$ cat config.mk
export PLATFORM = sky130hd
export DESIGN_NAME = uart_tx_arbiter_flat
export DESIGN_NICKNAME = d
export VERILOG_FILES = /design/src/rtl/uart_tx_arbiter_if.sv /design/src/rtl/uart_tx_arbiter.sv /design/src/flat_wrapper.sv
export SDC_FILE = /design/constraint.sdc
export NUM_CORES = 1
export LEC_CHECK = 0
export ABC_AREA = 0
export CAP_MARGIN = 20
export CORE_MARGIN = 2
export CORE_UTILIZATION = 44
export CTS_CLUSTER_DIAMETER = 50
export DETAILED_ROUTE_END_ITERATION = 7
export HOLD_SLACK_MARGIN = 0.12
export PLACE_DENSITY = 0.86
export SLEW_MARGIN = 10
export SYNTH_ARGS = -nofsm -noshare
export SYNTH_HDL_FRONTEND = slang
export SYNTH_SLANG_ARGS = --single-unit
$ cat constraint.sdc
create_clock -name sys_clk -period 5.3 [get_ports sys_clk]
set_clock_uncertainty 0.05 [all_clocks]
set_input_delay 1.06 -clock sys_clk [delete_from_list [all_inputs] [get_ports sys_clk]]
set_output_delay 1.06 -clock sys_clk [all_outputs]
set_load 0.02 [all_outputs]
$ cat src/rtl/uart_tx_arbiter_if.sv
`default_nettype none
// ============================================================================
// Module   : uart_tx_arbiter_if
// Brief    : Requester-side and transmitter-side signals of uart_tx_arbiter.
// Revision : 1.0
// ============================================================================
interface uart_tx_arbiter_if #(
    parameter int NUM_REQ = 4,
    parameter int DATA_W  = 7
);
    logic [NUM_REQ-1:0]        req;
    logic [NUM_REQ*DATA_W-1:0] req_data;
    logic [NUM_REQ-1:0]        ack;
    logic                      tx_load;
    logic [DATA_W-1:0]         tx_data;
    logic                      busy;
    logic [2:0]                grant_id;

    modport master (
        output req, req_data,
        input  ack, tx_load, tx_data, busy, grant_id
    );

    modport slave (
        input  req, req_data,
        output ack, tx_load, tx_data, busy, grant_id
    );
endinterface
`default_nettype wire

$ cat src/rtl/uart_tx_arbiter.sv
`default_nettype none
// ============================================================================
// Module   : uart_tx_arbiter
// Brief    : Shares one UART transmitter among NUM_REQ requesters, timing each
//            frame with its own counter. Define UART_TX_ARB_FIXED_PRIO_EN for
//            fixed priority instead of round-robin.
// Revision : 1.0
// ============================================================================
module uart_tx_arbiter #(
    parameter int NUM_REQ      = 4,
    parameter int DATA_W       = 7,
    parameter int FRAME_CYCLES = 90
) (
    input  wire logic        sys_clk,
    input  wire logic        reset,
    uart_tx_arbiter_if.slave bus
);
    localparam int                 c_CNT_W    = (FRAME_CYCLES > 2) ? $clog2(FRAME_CYCLES - 1) : 1;
    localparam logic [c_CNT_W-1:0] c_CNT_LOAD = c_CNT_W'(FRAME_CYCLES - 2);

    typedef enum logic [1:0] {
        S_IDLE = 2'd0,
        S_LOAD = 2'd1,
        S_WAIT = 2'd2
    } state_t;

    state_t               r_state, w_state_nxt;
    logic [c_CNT_W-1:0]   r_cnt,   w_cnt_nxt;
    logic [NUM_REQ-1:0]   r_ack,   w_ack_nxt;
    logic                 r_load,  w_load_nxt;
    logic [DATA_W-1:0]    r_data,  w_data_nxt;
    logic                 r_busy,  w_busy_nxt;
    logic [2:0]           r_gid,   w_gid_nxt;

    logic                 w_found;
    logic [2:0]           w_win;
    logic [DATA_W-1:0]    w_win_data;
    logic [NUM_REQ-1:0]   w_win_onehot;

`ifdef UART_TX_ARB_FIXED_PRIO_EN
    // Descending scan so the lowest requesting index is the one left standing.
    always_comb begin
        w_found      = 1'b0;
        w_win        = '0;
        w_win_data   = '0;
        w_win_onehot = '0;
        for (int i = NUM_REQ - 1; i >= 0; i--) begin
            if (bus.req[i]) begin
                w_found         = 1'b1;
                w_win           = 3'(i);
                w_win_data      = bus.req_data[i*DATA_W +: DATA_W];
                w_win_onehot    = '0;
                w_win_onehot[i] = 1'b1;
            end
        end
    end
`else
    logic [2:0] r_last, w_last_nxt;
    logic [3:0] w_best;

    // Winner is the requester at the smallest rotational distance past r_last.
    always_comb begin
        w_found      = 1'b0;
        w_win        = '0;
        w_win_data   = '0;
        w_win_onehot = '0;
        w_best       = 4'(NUM_REQ);
        for (int i = 0; i < NUM_REQ; i++) begin
            if (bus.req[i] &&
                (4'((i + 2*NUM_REQ - 1 - int'(r_last)) % NUM_REQ) < w_best)) begin
                w_best          = 4'((i + 2*NUM_REQ - 1 - int'(r_last)) % NUM_REQ);
                w_found         = 1'b1;
                w_win           = 3'(i);
                w_win_data      = bus.req_data[i*DATA_W +: DATA_W];
                w_win_onehot    = '0;
                w_win_onehot[i] = 1'b1;
            end
        end
    end
`endif

    always_comb begin
        w_state_nxt = r_state;
        w_cnt_nxt   = r_cnt;
        w_ack_nxt   = '0;
        w_load_nxt  = 1'b0;
        w_data_nxt  = r_data;
        w_busy_nxt  = r_busy;
        w_gid_nxt   = r_gid;
`ifndef UART_TX_ARB_FIXED_PRIO_EN
        w_last_nxt  = r_last;
`endif
        case (r_state)
            S_IDLE: begin
                w_busy_nxt = 1'b0;
                if (w_found) begin
                    w_state_nxt = S_LOAD;
                    w_load_nxt  = 1'b1;
                    w_data_nxt  = w_win_data;
                    w_ack_nxt   = w_win_onehot;
                    w_gid_nxt   = w_win;
                    w_busy_nxt  = 1'b1;
`ifndef UART_TX_ARB_FIXED_PRIO_EN
                    w_last_nxt  = w_win;
`endif
                end
            end
            S_LOAD: begin
                w_state_nxt = S_WAIT;
                w_cnt_nxt   = c_CNT_LOAD;
                w_busy_nxt  = 1'b1;
            end
            S_WAIT: begin
                w_busy_nxt = 1'b1;
                if (r_cnt == '0) begin
                    w_state_nxt = S_IDLE;
                    w_busy_nxt  = 1'b0;
                end else begin
                    w_cnt_nxt = r_cnt - 1'b1;
                end
            end
            default: begin
                w_state_nxt = S_IDLE;
                w_busy_nxt  = 1'b0;
            end
        endcase
    end

    always_ff @(posedge sys_clk) begin
        if (!reset) begin
            r_state <= S_IDLE;
            r_cnt   <= '0;
            r_ack   <= '0;
            r_load  <= 1'b0;
            r_data  <= '0;
            r_busy  <= 1'b0;
            r_gid   <= '0;
`ifndef UART_TX_ARB_FIXED_PRIO_EN
            r_last  <= 3'(NUM_REQ - 1);
`endif
        end else begin
            r_state <= w_state_nxt;
            r_cnt   <= w_cnt_nxt;
            r_ack   <= w_ack_nxt;
            r_load  <= w_load_nxt;
            r_data  <= w_data_nxt;
            r_busy  <= w_busy_nxt;
            r_gid   <= w_gid_nxt;
`ifndef UART_TX_ARB_FIXED_PRIO_EN
            r_last  <= w_last_nxt;
`endif
        end
    end

    assign bus.ack      = r_ack;
    assign bus.tx_load  = r_load;
    assign bus.tx_data  = r_data;
    assign bus.busy     = r_busy;
    assign bus.grant_id = r_gid;

endmodule
`default_nettype wire

$ cat src/flat_wrapper.sv
// flat-port wrapper written by rule: the top's interface ports become plain ports
module uart_tx_arbiter_flat 
#(
    parameter int NUM_REQ      = 4,
    parameter int DATA_W       = 7,
    parameter int FRAME_CYCLES = 90
)
  (sys_clk, reset, bus_req, bus_req_data, bus_ack, bus_tx_load, bus_tx_data, bus_busy, bus_grant_id);
  uart_tx_arbiter_if #(.NUM_REQ(NUM_REQ), .DATA_W(DATA_W)) bus_i ();
  input  wire logic sys_clk;
  input  wire logic reset;
  input wire logic [$bits(bus_i.req)-1:0] bus_req;
  input wire logic [$bits(bus_i.req_data)-1:0] bus_req_data;
  output wire logic [$bits(bus_i.ack)-1:0] bus_ack;
  output wire logic [$bits(bus_i.tx_load)-1:0] bus_tx_load;
  output wire logic [$bits(bus_i.tx_data)-1:0] bus_tx_data;
  output wire logic [$bits(bus_i.busy)-1:0] bus_busy;
  output wire logic [$bits(bus_i.grant_id)-1:0] bus_grant_id;
  assign bus_i.req = bus_req;
  assign bus_i.req_data = bus_req_data;
  assign bus_ack = bus_i.ack;
  assign bus_tx_load = bus_i.tx_load;
  assign bus_tx_data = bus_i.tx_data;
  assign bus_busy = bus_i.busy;
  assign bus_grant_id = bus_i.grant_id;
  uart_tx_arbiter #(.NUM_REQ(NUM_REQ), .DATA_W(DATA_W), .FRAME_CYCLES(FRAME_CYCLES)) u_core (.sys_clk(sys_clk), .reset(reset), .bus(bus_i));
endmodule
### Yosys cells after proc, flatten, opt, wreduce, memory -nomap -nowiden

Index checks and enable logic that the tools add are counted.

* flip-flop bits (word level): 28
* bits of input ports: 34
* output and inout port bits: 16
* word-level logic and storage cells: 77

* add/subtract/negate cells: 5
* magnitude comparators: 4
* equality and inequality tests: 5
* multiplexer cells: 26
* bitwise logic cells: 7
* reduce and logical (&&, ||, !) cells: 19

Operator list (count)
* 7-bit 2-to-1 mux: 5
* 4-bit 2-to-1 mux: 4
* 4-bit by 3-bit subtractor with 5-bit output (first input constant): 3
* 7-bit case mux with 2 select lines: 1
* 4-bit < comparator: 3
* 2-bit 2-to-1 mux: 5
* 1-bit 2-to-1 mux: 8
* 2-bit AND reduction: 4
* 2-bit OR reduction: 4
* 7-bit logical NOT: 1
* 7-bit by 1-bit subtractor with 7-bit output (second input constant): 1
* 2-bit case mux with 3 select lines: 1
* 6-bit OR reduction: 1
* 5-bit OR reduction: 1
* 1-bit bitwise AND: 4
* 1-bit logical AND: 4
* 4-bit by 3-bit < comparator with 1-bit output (second input constant): 1
* 2-bit by 1-bit inequality test with 1-bit output (second input constant): 2
* 4-bit OR reduction: 1
* 3-bit by 3-bit subtractor with 4-bit output (first input constant): 1
* 3-bit 2-to-1 mux: 1
* 1-bit inverter: 3
* 1-bit case mux with 3 select lines: 1
* 3-bit AND reduction: 1
* 5 further kinds: 5

### Longest topological paths before layout

Gate-level depths: netlist (run 1).

* word-level depth: 17
* mapped depth: 20
* gate-level depth less buffers: 17

### Least setup slack after synthesis (run 1)

Ideal clock, no wire load.

* path type: input to register
* start point: input bus_req[0]
* end point: register u_core.r_data[0], in the netlist u_core.bus.tx_data[0]
* setup time: 125 ps
* arrival: 4743 ps
* data required time: 5125 ps
* slack: 382 ps
* stages on the path: 20
* path buffers: 4
* cell sequence: clkbuf_1 > nand2b_1 > ha_1 > a21o_1 > buf_2 > a21o_1 > mux2_2 > ha_1 > o22ai_1 > a22oi_2 > buf_2 > nand2_1 > o21ai_0 > ha_1 > o31a_1 > a221o_1 > a31oi_2 > nand2b_1 > buf_4 > o21ai_0

* cells in the longest elaborated chain, start to end: 12
* elaborated cells between the ends (all ways): 19
* those cells by class: order compare (3); mux (11); reduce/logical (5)

Ends and longest elaborated chain
* from (decl): line flat_wrapper.sv:12 `input wire logic [$bits(bus_i.req)-1:0] bus_req;`
* 1-bit logical AND *: line uart_tx_arbiter.sv:69 `if (bus.req[i] &&`
* 4-bit 2-to-1 mux: line uart_tx_arbiter.sv:69
* 4-bit < comparator: line uart_tx_arbiter.sv:70 `(4'((i + 2*NUM_REQ - 1 - int'(r_last)) % NUM_REQ) < w_best)) begin`
* 1-bit logical AND: line uart_tx_arbiter.sv:69
* 4-bit 2-to-1 mux: line uart_tx_arbiter.sv:69
* 4-bit < comparator: line uart_tx_arbiter.sv:70
* 1-bit logical AND: line uart_tx_arbiter.sv:69
* 4-bit 2-to-1 mux: line uart_tx_arbiter.sv:69
* 4-bit < comparator: line uart_tx_arbiter.sv:70
* 1-bit logical AND: line uart_tx_arbiter.sv:69
* 1-bit 2-to-1 mux: line uart_tx_arbiter.sv:69
* 2-bit AND reduction (no source line)
* to (signal assigned): line uart_tx_arbiter.sv:146 `r_data <= w_data_nxt;`
* to (decl): line uart_tx_arbiter.sv:31 `logic [DATA_W-1:0] r_data, w_data_nxt;`

Every way passes the cells marked *; elsewhere a longest branch is shown, timed or not.
A chain may end at the register's enable or synchronous reset.

### Worst setup path after layout (run 1)

* start point: input bus_req[0]
* end point: register u_core.r_data[3], in the netlist u_core.bus.tx_data[3]

Same word-level chain as after synthesis.

==> results of run 1 <==
==> layout make-up <==
cell class | instances | area (µm²) | share of cell area
multi-input cells | 114 | 792.0 | 0.4050
inverters | 13 | 48.80 | 0.02495
flip-flops and latches | 26 | 520.5 | 0.2662
well taps | 44 | 55.05 | 0.02815
repair buffers | 51 | 503.0 | 0.2572
clock buffers | 4 | 36.28 | 0.01855
==> how the worst min path moves through the flow <==
stage                                       end  slack, ns  cells after the start
after floorplan                 u_core.r_cnt[6]       0.42                      2
after global placement    u_core.bus.tx_data[2]       0.40                      2
after detailed placement  u_core.bus.tx_data[2]       0.41                      2
after CTS                 u_core.bus.tx_data[2]       0.44                      2
after global routing      u_core.bus.tx_data[2]       0.48                      2
final                     u_core.bus.tx_data[2]       0.44                      2
==> stage by stage <==
step                      setup WS [ns]  utilization  total power [µW]
after floorplan                  0.3819            -             787.5
after global placement           0.3554       0.6287             957.8
after detailed placement         0.2677       0.6287             971.0
after CTS                        0.6119       0.6406              1071
after global routing             0.3046       0.6406              1156
final                            0.6061       0.6406              1063
==> power by group <==
| group | total [µW] | switching (µW) | internal, µW |
|---|---|---|---|
| Sequential | 337 | 62.1 | 275 |
| Combinational | 629 | 328 | 302 |
| Clock | 97.0 | 55.1 | 42.0 |
| Total | 1060 | 445 | 618 |
==> cells in the mapped netlist, types with 4 or more instances <==
cell and instances:
o21ai_0 21, a21oi_1 4, nor2_1 9, mux2i_1 7
nor3b_1 4, o211ai_1 9, clkbuf_1 5, nand2_1 6
a32oi_1 7, nand2b_1 4, ha_1 4, a21boi_0 4
dfxtp_1 26, xor2_1 4, inv_1 12
==> worst max-delay path, stage by stage <==
cell,delay (ns)
clkdlybuf4s50_1,0.47
nand2b_1,0.07
ha_1,0.29
a21o_1,0.26
a21o_1,0.29
mux2_2,0.39
ha_1,0.27
o22ai_1,0.15
a22oi_2,0.12
nand2_1,0.07
o21ai_0,0.08
ha_1,0.28
o31a_1,0.12
a221o_1,0.31
a31oi_2,0.15
nand2b_1,0.30
o21ai_0,0.14
==> layer usage <==
layer	share of wire	GRT usage	vias to the layer above	wire (µm)
met5	0	0	-	0
met4	0.0045	0.04658	0	14
met3	0.054	0.03625	2	167
met2	0.48	0.3057	35	1470
met1	0.46	0.2324	580	1431
li1	-	-	680	-
==> kinds of logic after synthesis <==
family / share of synthesized area
xor+xnor: 0.03697
simple gates: 0.1549
flops: 0.3662
compound gates: 0.2702
fa+ha+maj: 0.03521
mux: 0.05722
other cells: 0.002638
buf+inv: 0.07657
==> sequential cells by signal, indices dropped and copies added (netlist names) <==
| signal | count |
|---|---|
| u_core.r_state | 2 |
| u_core.bus.tx_data | 7 |
| u_core.bus.ack | 4 |
| u_core.r_cnt | 7 |
| u_core.r_last | 2 |
| u_core.bus.busy | 1 |
| u_core.bus.tx_load | 1 |
| u_core.bus.grant_id | 2 |
==> reports/results.txt, run 1 <==
Max Fclk = 213.0 MHz
CP Class = in2reg
largest cells by area after synthesis = dfxtp_1 (37%), o21ai_0 (7.4%), mux2i_1 (4.9%)
r2r endpoint = u_core.bus.tx_data[3]
Synth cell types = 42
via count = 1297
CP Capture Type = flop
Yosys top cell area share = 0.3662
wire per inst = 12.23 µm
Placed Cells = 248
dominant register cell in the synthesized netlist = dfxtp_1
Cell Rows = 20
initial DRC count = 55
leakage power = 0.0007807 µW
Design Area, Final = 1956 µm²
Antenna Diode Count = 0
DIE WIDTH = 60.84 µm
largest net degree at the start of global routing = 16
Tcrit/Tclk final = 0.8856
H-tree depth = 1
Worst Hold Class = reg2reg
Critical Path End = u_core.bus.tx_data[3]
placed cell area = 1919 µm²
worst vdd ir = 0.3296 mV
GPL Wtd Cong = 0.7937
pwr/cell area = 543.7 nW/µm²
cts bufs inserted = 3
cts hold-fix bufs = 0
Reg2Reg Depth = 17
crit-path max FO = 10
R2R Setup Slk = 1.13 ns
area grow syn2layout = 37.59%
Post-synth EDFFs = 0
CP startpoint = bus_req[0]
post_cts resized = 0
Core Footprint = 3053 µm²
CTS tree = done
Sink Count = 26
Die ar. = 3701 µm²
first-pass GRT wire length = 5.078 mm
Hold WS = 0.4365 ns
most frequent cells in the layout = clkdlybuf4s50_1 (48), dfxtp_1 (26), o21ai_0 (21), inv_1 (12)
Layout Nets = 247
Layout Cells excl Fill = 252
buffers added on ports = 48
Pre-antenna DRT Iters = 4
GRT Total Usage = 0.1795
status = completed
maximum root-to-sink buffer count = 2
Skew-Pair Late Insertion Delay = 0.31 ns
drc violations = 0
final hold vios = 0
clock-pin slew on the worst setup and hold paths = 0.13 ns
Critical Path Source Type = input port
min-delay src = u_core.bus.tx_data[2]
post-DP HPWL = 2.484 mm
post-synth top area cell = dfxtp_1
WP data required = 5.45 ns
initial antenna violation count = 0
CP arrival = 4.84 ns
Synth async-reset ratio = 0
RSZ-0062 raised after global routing = no
fraction of layout cells with a size suffix above 1 = 0.06250
synth warn = 0
Post-Syn Instances = 164
GRT overflow = 0
Initial Util = 0.4656
vias per inst = 5.147
Setup TNS = 0 ns
vias in the first global route = 1199
sequential area share after synthesis = 0.3662
# setup viols final = 0
Top Ports = 50
# fillers = 272
register bit total from synthesis = 26
root buffer cell = clkbuf_4
fin crit period = 4.694 ns
commonest non-fill, non-tap cell in the layout = clkdlybuf4s50_1
max-cap viol count = 0
Max Transition Viols Final = 0
die height = 60.84 µm
worst r2r src = u_core.r_last[1]
Antenna Nets Post-Route = 0
Post-CTS Setup Repair Bufs = 0
syn_area_per_cell = 8.667 µm²
final WL = 3.083 mm
Cell Area, Synth = 1421 µm²
syn nets = 202
(Power assumes the default switching activity.)
==> run 2, diff against run 1 <==
--- a/config.mk
+++ b/config.mk
@@ -6,7 +6,6 @@
 export NUM_CORES = 1
 export LEC_CHECK = 0
 export ABC_AREA = 0
-export CAP_MARGIN = 20
 export CORE_MARGIN = 2
 export CORE_UTILIZATION = 44
 export CTS_CLUSTER_DIAMETER = 50
==> results of run 2 <==
The final DEF is identical to that of run 1; final timing and power are the same.
